--- config.mk ---
export PLATFORM = sky130hd
export DESIGN_NAME = bcd_seg_scan_flat
export DESIGN_NICKNAME = d
export VERILOG_FILES = /design/src/rtl/bcd_seg_scan_if.sv /design/src/rtl/bcd_seg_scan.sv /design/src/flat_wrapper.sv
export SDC_FILE = /design/constraint.sdc
export NUM_CORES = 1
export LEC_CHECK = 0
export CORE_MARGIN = 3
export CORE_UTILIZATION = 50
export CTS_BUF_LIST = sky130_fd_sc_hd__clkbuf_4 sky130_fd_sc_hd__clkbuf_8 sky130_fd_sc_hd__clkbuf_16
export DETAILED_ROUTE_END_ITERATION = 8
export PLACE_DENSITY = 0.73
export SLEW_MARGIN = 20
export SYNTH_ARGS = -nofsm -noshare
export SYNTH_HDL_FRONTEND = slang
export SYNTH_SLANG_ARGS = --single-unit
--- constraint.sdc ---
create_clock -name clk -period 2.1 [get_ports clk]
set_clock_uncertainty 0.2 [all_clocks]
set_input_delay 0.315 -clock clk [delete_from_list [all_inputs] [get_ports clk]]
set_output_delay 0.315 -clock clk [all_outputs]
set_load 0.01 [all_outputs]
--- src/rtl/bcd_seg_scan_if.sv ---
// bcd_seg_scan_if: digit-load and display-pin bundle between a BCD source and the scan driver
interface bcd_seg_scan_if #(
  parameter int NUM_DIGITS = 4
) ();
  logic load;
  logic [4*NUM_DIGITS-1:0] bcd_in;
  logic [NUM_DIGITS-1:0] dp_in;
  logic [6:0] seg;
  logic dp;
  logic [NUM_DIGITS-1:0] an;
  logic frame_done;
  modport master (output load, bcd_in, dp_in, input seg, dp, an, frame_done);
  modport slave (input load, bcd_in, dp_in, output seg, dp, an, frame_done);
endinterface

--- src/rtl/bcd_seg_scan.sv ---
// bcd_seg_scan: frame-synchronous multiplexed 7-segment driver for packed BCD digits
module bcd_seg_scan #(
  parameter int NUM_DIGITS = 4,
  parameter int SCAN_DIV = 100000,
  parameter bit ACTIVE_LOW = 1'b1,
  parameter bit BLANK_LZ = 1'b1
) (
  input logic clk,
  input logic rst,
  bcd_seg_scan_if.slave bus
);
  localparam int PW = $clog2(SCAN_DIV);
  localparam int IW = NUM_DIGITS > 1 ? $clog2(NUM_DIGITS) : 1;
  logic [PW-1:0] r_pre;
  logic [IW-1:0] r_idx;
  logic [4*NUM_DIGITS-1:0] r_shadow, r_disp;
  logic [NUM_DIGITS-1:0] r_shadow_dp, r_disp_dp, w_lz, w_an;
  logic r_pending, r_fe, w_tick, w_fend, w_zero, w_blank;
  logic [3:0] w_dig;
  logic [6:0] w_seg;
  function automatic logic [6:0] seg7(input logic [3:0] d);
    case (d)
      4'd0: seg7 = 7'h3F;
      4'd1: seg7 = 7'h06;
      4'd2: seg7 = 7'h5B;
      4'd3: seg7 = 7'h4F;
      4'd4: seg7 = 7'h66;
      4'd5: seg7 = 7'h6D;
      4'd6: seg7 = 7'h7D;
      4'd7: seg7 = 7'h07;
      4'd8: seg7 = 7'h7F;
      4'd9: seg7 = 7'h6F;
      default: seg7 = 7'h40;
    endcase
  endfunction
  assign w_tick = r_pre == PW'(SCAN_DIV - 1);
  assign w_fend = w_tick && r_idx == IW'(NUM_DIGITS - 1);
  always_comb begin
    w_lz = '0;
    w_zero = 1'b1;
    for (int k = NUM_DIGITS - 1; k >= 0; k--) begin
      w_zero = w_zero && r_disp[4*k +: 4] == 4'd0;
      w_lz[k] = w_zero;
    end
  end
  assign w_dig = r_disp[4*r_idx +: 4];
  assign w_blank = BLANK_LZ && r_idx != '0 && w_lz[r_idx];
  assign w_seg = w_blank ? 7'h00 : seg7(w_dig);
  assign w_an = NUM_DIGITS'(1) << r_idx;
  always_ff @(posedge clk) begin
    if (rst) begin
      r_pre <= '0;
      r_idx <= '0;
      r_shadow <= '0;
      r_shadow_dp <= '0;
      r_disp <= '0;
      r_disp_dp <= '0;
      r_pending <= 1'b0;
      r_fe <= 1'b0;
      bus.seg <= {7{ACTIVE_LOW}};
      bus.dp <= ACTIVE_LOW;
      bus.an <= {NUM_DIGITS{ACTIVE_LOW}};
      bus.frame_done <= 1'b0;
    end else begin
      r_pre <= w_tick ? '0 : r_pre + 1'b1;
      r_idx <= w_fend ? '0 : r_idx + IW'(w_tick);
      r_shadow <= bus.load ? bus.bcd_in : r_shadow;
      r_shadow_dp <= bus.load ? bus.dp_in : r_shadow_dp;
      r_pending <= !w_fend && (r_pending || bus.load);
      r_disp <= !w_fend ? r_disp : bus.load ? bus.bcd_in : r_pending ? r_shadow : r_disp;
      r_disp_dp <= !w_fend ? r_disp_dp : bus.load ? bus.dp_in : r_pending ? r_shadow_dp : r_disp_dp;
      r_fe <= w_fend;
      bus.frame_done <= r_fe;
      bus.seg <= w_seg ^ {7{ACTIVE_LOW}};
      bus.dp <= r_disp_dp[r_idx] ^ ACTIVE_LOW;
      bus.an <= w_an ^ {NUM_DIGITS{ACTIVE_LOW}};
    end
  end
endmodule
--- src/flat_wrapper.sv ---
// flat-port wrapper written by rule: the top's interface ports become plain ports
module bcd_seg_scan_flat 
#(
  parameter int NUM_DIGITS = 4,
  parameter int SCAN_DIV = 100000,
  parameter bit ACTIVE_LOW = 1'b1,
  parameter bit BLANK_LZ = 1'b1
)
  (clk, rst, bus_load, bus_bcd_in, bus_dp_in, bus_seg, bus_dp, bus_an, bus_frame_done);
  bcd_seg_scan_if #(.NUM_DIGITS(NUM_DIGITS)) bus_i ();
  input logic clk;
  input logic rst;
  input wire logic [$bits(bus_i.load)-1:0] bus_load;
  input wire logic [$bits(bus_i.bcd_in)-1:0] bus_bcd_in;
  input wire logic [$bits(bus_i.dp_in)-1:0] bus_dp_in;
  output wire logic [$bits(bus_i.seg)-1:0] bus_seg;
  output wire logic [$bits(bus_i.dp)-1:0] bus_dp;
  output wire logic [$bits(bus_i.an)-1:0] bus_an;
  output wire logic [$bits(bus_i.frame_done)-1:0] bus_frame_done;
  assign bus_i.load = bus_load;
  assign bus_i.bcd_in = bus_bcd_in;
  assign bus_i.dp_in = bus_dp_in;
  assign bus_seg = bus_i.seg;
  assign bus_dp = bus_i.dp;
  assign bus_an = bus_i.an;
  assign bus_frame_done = bus_i.frame_done;
  bcd_seg_scan #(.NUM_DIGITS(NUM_DIGITS), .SCAN_DIV(SCAN_DIV), .ACTIVE_LOW(ACTIVE_LOW), .BLANK_LZ(BLANK_LZ)) u_core (.clk(clk), .rst(rst), .bus(bus_i));
endmodule
==> results of run 1 <==
through the flow:
step | hold WS (ns) | cell area (um2)
5_1_grt | 0.283 | 3970
3_5_place_dp | 0.257 | 3720
3_3_place_gp | 0.256 | 3720
2_1_floorplan | 0.214 | 3090
4_1_cts | 0.267 | 3990
6_report | 0.269 | 3970
flip-flops by register name, indices dropped and copies added (netlist names):
register / cells
u_core.bus.an: 4
u_core.bus.dp: 1
u_core.bus.frame_done: 1
u_core.bus.seg: 7
u_core.r_disp: 16
u_core.r_disp_dp: 4
u_core.r_fe: 1
u_core.r_idx: 2
u_core.r_pending: 1
u_core.r_pre: 17
u_core.r_shadow: 16
u_core.r_shadow_dp: 4
layer usage:
| metal | GRT usage, % | wire length (um) | vias up |
|---|---|---|---|
| met1 | 23.6 | 2870 | 1055 |
| met5 | 0 | 0 | - |
| met2 | 30.0 | 2790 | 49 |
| met4 | 6.47 | 96 | 0 |
| met3 | 5.69 | 308 | 10 |
| li1 | - | - | 1168 |
layout by cell type, fill, tap and decap left out, types with 4 or more instances in the layout:
cell type	n
buf_4	30
clkbuf_8	12
clkdlybuf4s50_1	35
dfxtp_1	69
dfxtp_2	5
ha_1	6
inv_1	12
mux2_2	20
mux2i_1	20
mux4_2	5
nand2_1	7
nand3_1	10
nand4_1	7
nor2_1	47
nor2b_1	21
nor4_1	4
o21ai_0	5
xnor2_1	9
xor2_1	5
power by group:
group	total (W)	internal [W]	switching [W]
Combinational	0.000169	0.0000963	0.0000725
Clock	0.00103	0.000549	0.000485
Sequential	0.00145	0.00144	0.0000123
Total	0.00265	0.00208	0.000569
repair_timing:
action / CTS / global route
pin swaps: 1 / 0
setup buffers: 2 / 0
setup endpoints to repair: 20 / 20
gates resized for setup: 4 / 6
cloned: 2 / 0
cells by family after synthesis:
family / synth area share (%)
mux: 17.4
buf+inv: 3.81
compound gates: 3.12
flops: 48.0
simple gates: 20.8
fa+ha+maj: 2.84
xor+xnor: 3.97
area by class of cell:
| class | instances | area share, % |
|---|---|---|
| multi-input combinational | 201 | 38.0 |
| sequential | 74 | 37.4 |
| clock buffer | 14 | 4.54 |
| tap | 72 | 2.27 |
| inverter | 12 | 1.13 |
| timing repair buffer | 68 | 16.3 |
| clock inverter | 2 | 0.252 |
worst max path at each step:
stage	start	to	cells after the start
2_1_floorplan	u_core.r_pre[9]$_SDFF_PP0_	u_core.r_disp[0]$_SDFFE_PP0P_	5
3_3_place_gp	u_core.r_pre[13]$_SDFF_PP0_	u_core.r_disp_dp[2]$_SDFFE_PP0P_	5
3_5_place_dp	u_core.r_pre[9]$_SDFF_PP0_	u_core.r_disp_dp[2]$_SDFFE_PP0P_	5
4_1_cts	u_core.r_pre[9]$_SDFF_PP0_	u_core.r_disp[1]$_SDFFE_PP0P_	6
5_1_grt	u_core.r_pre[13]$_SDFF_PP0_	u_core.r_disp[7]$_SDFFE_PP0P_	5
6_report	u_core.r_pre[11]$_SDFF_PP0_	u_core.r_disp[2]$_SDFFE_PP0P_	6
==> impl_metrics.py, run 1 <==
metrics = {
    "synth": {
        "ys_warn_count": 0,
        "netlist-cell-type-count": 39,
        "syn_inst": 302,
        "synthTopCellsByArea": "dfxtp_1, mux2_2, mux2i_1",
        "synth_largest_area_cell": "dfxtp_1",
        "ys_top_cells_by_count": "dfxtp_1, nor2_1, nor2b_1",
        "synthesis.area_mm2": 0.00309,
        "async_reset_ff_share_pct": 0,
        "avgSynthCellArea_um2": 10.2,
        "ys.flop_type": "dfxtp_1",
        "synth_edf_count": 0,
        "yosysSeqAreaShare_pct": 48.0,
        "yosysMostFrequentCell": "dfxtp_1",
        "yosysTopAreaCellShare_pct": 48.0,
        "synth_seq_cells": 74,
        "syn_nets": 332,
    },
    "clocking": {
        "cts.clk_slew.worst_paths_ns": 0.07,
        "ctsHoldBuffers": 0,
        "clock_latency_ns": 0.34,
        "cts_sinks": 74,
        "clockRootBuffer": "clkbuf_8",
        "htree_levels": 3,
        "cts_tree": "built",
        "clk_path_buf_depth": 2,
        "cts_buffers": 9,
    },
    "placement": {
        "post-place-cells": 425,
        "gp_congestion": 0.792,
        "dp_slack_ns": 0.00109,
        "numPortBuffers": 35,
        "dp_hpwl_mm": 4.26,
    },
    "die": {
        "dieHeight_um": 84.6,
        "dieArea_mm2": 0.00715,
        "initial_utilization_pct": 53.7,
        "rows": 27,
        "pin_count": 36,
        "die_x_um": 84.6,
        "fp.coreArea_mm2": 0.00574,
    },
    "sta": {
        "fin_crit_sh_pct": 99.7,
        "drv_slew": 0,
        "slew_headroom_pct": 75.4,
        "finalHoldViolCount": 0,
        "final-setup-viol-count": 0,
        "rsz0062_at_grt": "true",
        "fin_crit_ns": 2.09,
        "worst_pin_slew_ns": 0.366,
        "timing.fmax_mhz": 478,
        "fin_ws_ns": 0.00675,
        "tns_ns": 0,
    },
    "route": {
        "drtAntennaViolNets": 0,
        "wirelength_mm": 6.06,
        "drcViolationCount": 0,
        "dr.pass1.iters": 6,
        "routedWlPerCell_um": 13.7,
        "first_iter_violations": 104,
        "vias": 2282,
        "vias_per_cell": 5.15,
    },
    "setup_path": {
        "crit_path_end_kind": "register",
        "r2r-start": "u_core.r_pre[11]$_SDFF_PP0_",
        "worstPathRequired_ns": 2.13,
        "arrival_ns": 2.12,
        "reg2reg_slack_ns": 0.007,
        "startpoint_type": "register",
        "path_cells": "nor4b_2 > buf_4 > nand2_2 > nor4_4 > bufbuf_16 > mux2_2",
        "critPathMaxStageDelay_ns": 0.35,
        "worstReg2RegEnd": "u_core.r_disp[2]$_SDFFE_PP0P_",
        "worst-path-buf-inv": 2,
        "critPathTopFamily": "simple AND/OR/NAND/NOR gates",
        "cp_max_fo": 5,
        "r2r_cells": 6,
        "path_class": "register to register",
        "crit_slowest_cell": "nor4_4",
    },
    "worst_hold_path": {
        "min_path_cells": 1,
        "min-delay-start": "u_core.r_fe$_SDFF_PP0_",
        "hp-class": "register to register",
        "hold_end": "u_core.bus.frame_done$_SDFF_PP0_",
    },
    "grt": {
        "grt_max_degree": 24,
        "grt_antenna_before_repair": 0,
        "grt_pass1_vias": 2291,
        "grtUsageTotal_pct": 18.6,
        "grt_pass1_wl_mm": 10.7,
        "grt_overflow": 0,
    },
    "final_layout": {
        "utilization_pct": 69.2,
        "seq_area_mm2": 0.00149,
        "fillCellCount": 456,
        "num_antenna_cells": 0,
        "finalNetCount": 396,
        "multi_input_area_mm2": 0.00151,
        "stdcell_count": 443,
        "syn_to_final_growth_pct": 28.7,
        "drive_gt1_share_pct": 22.9,
    },
    "outcome": {
        "outcome": "finished clean",
    },
    "power_and_ir_drop": {
        "finalPower_w": 0.00265,
        "power_density_mw_per_mm2": 668,
        "max-vdd-ir-drop_mv": 0.497,
        "p_leak_nw": 1.63,
    },
    "job": {
        "cap_violations": 0,
    },
}
Note: power is estimated with default switching activity, not from simulation.
==> inputs of run 2 (changes only) <==
Settings changed: CORE_ASPECT_RATIO set to 0.5.
==> run 2 against run 1 <==
- critical endpoint is now u_core.r_disp[12]$_SDFFE_PP0P_
- the flow now finishes with violations (setup timing)
- die area increased by 0.80%
- core utilization grew 1.2 points
- clock power is 50% higher
- count of clock-buffer cells in the layout down 3
- worst setup slack worse by 0.014 ns
- largest cell class unchanged
- largest power group is now the clock network
==> impl_metrics.py, run 2 (synthesized netlist as in run 1, its figures left out) <==
metrics = {
    "outcome": {
        "outcome": "finished, violations left",
        "violations": "setup timing",
    },
    "worst_hold_path": {
        "hold_end": "u_core.bus.frame_done$_SDFF_PP0_",
        "min-delay-start": "u_core.r_fe$_SDFF_PP0_",
        "hp-class": "register to register",
        "min_path_cells": 1,
    },
    "sta": {
        "rsz0062_at_grt": "true",
        "timing.fmax_mhz": 475,
        "fin_ws_ns": -0.00731,
        "slew_headroom_pct": 74.4,
        "drv_slew": 0,
        "final-setup-viol-count": 7,
        "fin_crit_ns": 2.11,
        "finalHoldViolCount": 0,
        "worst_pin_slew_ns": 0.378,
        "fin_crit_sh_pct": 100,
    },
    "clocking": {
        "clockRootBuffer": "clkbuf_16",
        "clock_latency_ns": 0.33,
        "cts_tree": "built",
        "cts_sinks": 74,
        "cts.clk_slew.worst_paths_ns": 0.06,
        "htree_levels": 3,
        "clk_path_buf_depth": 2,
        "cts_buffers": 9,
    },
    "route": {
        "drcViolationCount": 0,
        "dr.pass1.iters": 4,
        "drtAntennaViolNets": 0,
        "vias": 2285,
        "routedWlPerCell_um": 13.7,
        "first_iter_violations": 115,
        "wirelength_mm": 6.15,
        "vias_per_cell": 5.09,
    },
    "final_layout": {
        "utilization_pct": 70.4,
        "finalNetCount": 391,
        "top_regs": "u_core.r_pre x17, u_core.r_disp x16, u_core.r_shadow x16",
        "syn_to_final_growth_pct": 30.6,
        "regMostFlops": "u_core.r_pre",
        "drive_gt1_share_pct": 21.1,
        "num_antenna_cells": 0,
        "largest_reg_flops": 17,
        "multi_input_area_mm2": 0.00151,
        "final_cell_mix": "dfxtp_1, nor2_1, clkdlybuf4s50_1",
        "final_common_cell": "dfxtp_1",
        "fillCellCount": 418,
        "seq_area_mm2": 0.00149,
    },
    "die": {
        "rows": 19,
        "pin_count": 36,
        "die_x_um": 117,
        "fp.coreArea_mm2": 0.00573,
        "dieHeight_um": 61.6,
        "initial_utilization_pct": 53.9,
        "dieArea_mm2": 0.00721,
    },
    "setup_path": {
        "path_class": "register to register",
        "r2r-start": "u_core.r_pre[13]$_SDFF_PP0_",
        "r2r_cells": 5,
        "reg2reg_slack_ns": -0.007,
        "worstReg2RegEnd": "u_core.r_disp[12]$_SDFFE_PP0P_",
        "crit_path_end_kind": "register",
        "worstPathRequired_ns": 2.12,
        "arrival_ns": 2.13,
        "startpoint_type": "register",
        "cp_max_fo": 20,
    },
    "placement": {
        "numPortBuffers": 35,
        "dp_hpwl_mm": 4.33,
        "gp_congestion": 0.846,
    },
    "power_and_ir_drop": {
        "p_leak_nw": 1.64,
        "intPower_w": 0.00251,
        "switching_share_pct": 20.4,
        "max-vdd-ir-drop_mv": 0.443,
        "finalPower_w": 0.00315,
        "power_density_mw_per_mm2": 781,
        "combPwrFrac_pct": 5.1,
        "p_seq_share_pct": 46.1,
        "switchingPower_w": 0.000644,
        "clkPwrFrac_pct": 48.7,
    },
    "grt": {
        "grt_pass1_vias": 2282,
        "grt_pass1_wl_mm": 10.5,
        "grt_max_degree": 40,
        "grt_overflow": 0,
        "grt_antenna_before_repair": 0,
        "grtUsageTotal_pct": 19.3,
    },
    "job": {
        "cap_violations": 0,
    },
}
==> run 2: worst max path at each step <==
| stage | slack [ns] | endpoint | startpoint | cells after the start |
|---|---|---|---|---|
| after global placement | 0.01 | u_core.r_disp[5]$_SDFFE_PP0P_ | u_core.r_pre[11]$_SDFF_PP0_ | 5 |
| after CTS | -0.002 | u_core.r_disp[13]$_SDFFE_PP0P_ | u_core.r_pre[6]$_SDFF_PP0_ | 5 |
| after detailed placement | -0.03 | u_core.r_disp[12]$_SDFFE_PP0P_ | u_core.r_pre[11]$_SDFF_PP0_ | 5 |
| final | -0.007 | u_core.r_disp[12]$_SDFFE_PP0P_ | u_core.r_pre[13]$_SDFF_PP0_ | 5 |
| after global routing | -0.06 | u_core.r_disp[13]$_SDFFE_PP0P_ | u_core.r_pre[13]$_SDFF_PP0_ | 5 |
| after floorplan | 0.02 | u_core.r_disp[0]$_SDFFE_PP0P_ | u_core.r_pre[9]$_SDFF_PP0_ | 5 |
==> run 2: area by class of cell <==
type | instances | share of cell area (%)
Inverter | 12 | 1.12
Tap cell | 84 | 2.61
Sequential cell | 74 | 36.9
Timing Repair Buffer | 63 | 14.5
Multi-Input combinational cell | 201 | 37.4
Clock inverter | 4 | 1.27
Clock buffer | 11 | 6.27
==> run 2: stage by stage <==
stage / hold WS [ns] / setup WS [ns] / std cells / instance area (um2) / TNS (ns)
final: 0.237 / -0.00731 / 449 / 4030 / -0.0288
after CTS: 0.240 / -0.00168 / 448 / 4020 / -0.00168
after global placement: 0.222 / 0.0128 / 433 / 3700 / 0
after detailed placement: 0.231 / -0.0335 / 433 / 3700 / -0.509
after global routing: 0.263 / -0.0566 / 449 / 4030 / -0.861
after floorplan: 0.214 / 0.0182 / 302 / 3090 / 0
==> run 2: routing by layer <==
| layer | vias to the layer above | share of wire [%] | global-route usage [%] |
|---|---|---|---|
| met1 | 1079 | 45 | 21.7 |
| met2 | 42 | 50 | 34.2 |
| met5 | - | 0 | 0 |
| met3 | 9 | 4.5 | 7.85 |
| li1 | 1155 | - | - |
| met4 | 0 | 1.2 | 6.86 |
==> run 2: worst max-delay path, stage by stage, from the launching register on <==
cell and delay (ns):
dfxtp_2 0.31, nand4bb_1 0.17, or4_4 0.43, nor4_4 0.31, buf_12 0.21, mux2_2 0.35
==> run 2: power by group through the flow <==
stage	combinational [W]	clock (W)	sequential (W)
final	0.000162	0.00154	0.00145
after global routing	0.000180	0.00161	0.00145
after CTS	0.000164	0.00156	0.00145
after detailed placement	0.000163	0	0.00148
after global placement	0.000157	0	0.00148
after floorplan	0.0000731	0	0.00148
==> run 2: timing repair <==
item / in CTS / in global routing
endpoints found under the setup margin: 21 / 22
resized for setup: 4 / 5
pin swaps: 0 / 1
setup buffers: 0 / 1
hold buffers: 0 / 0
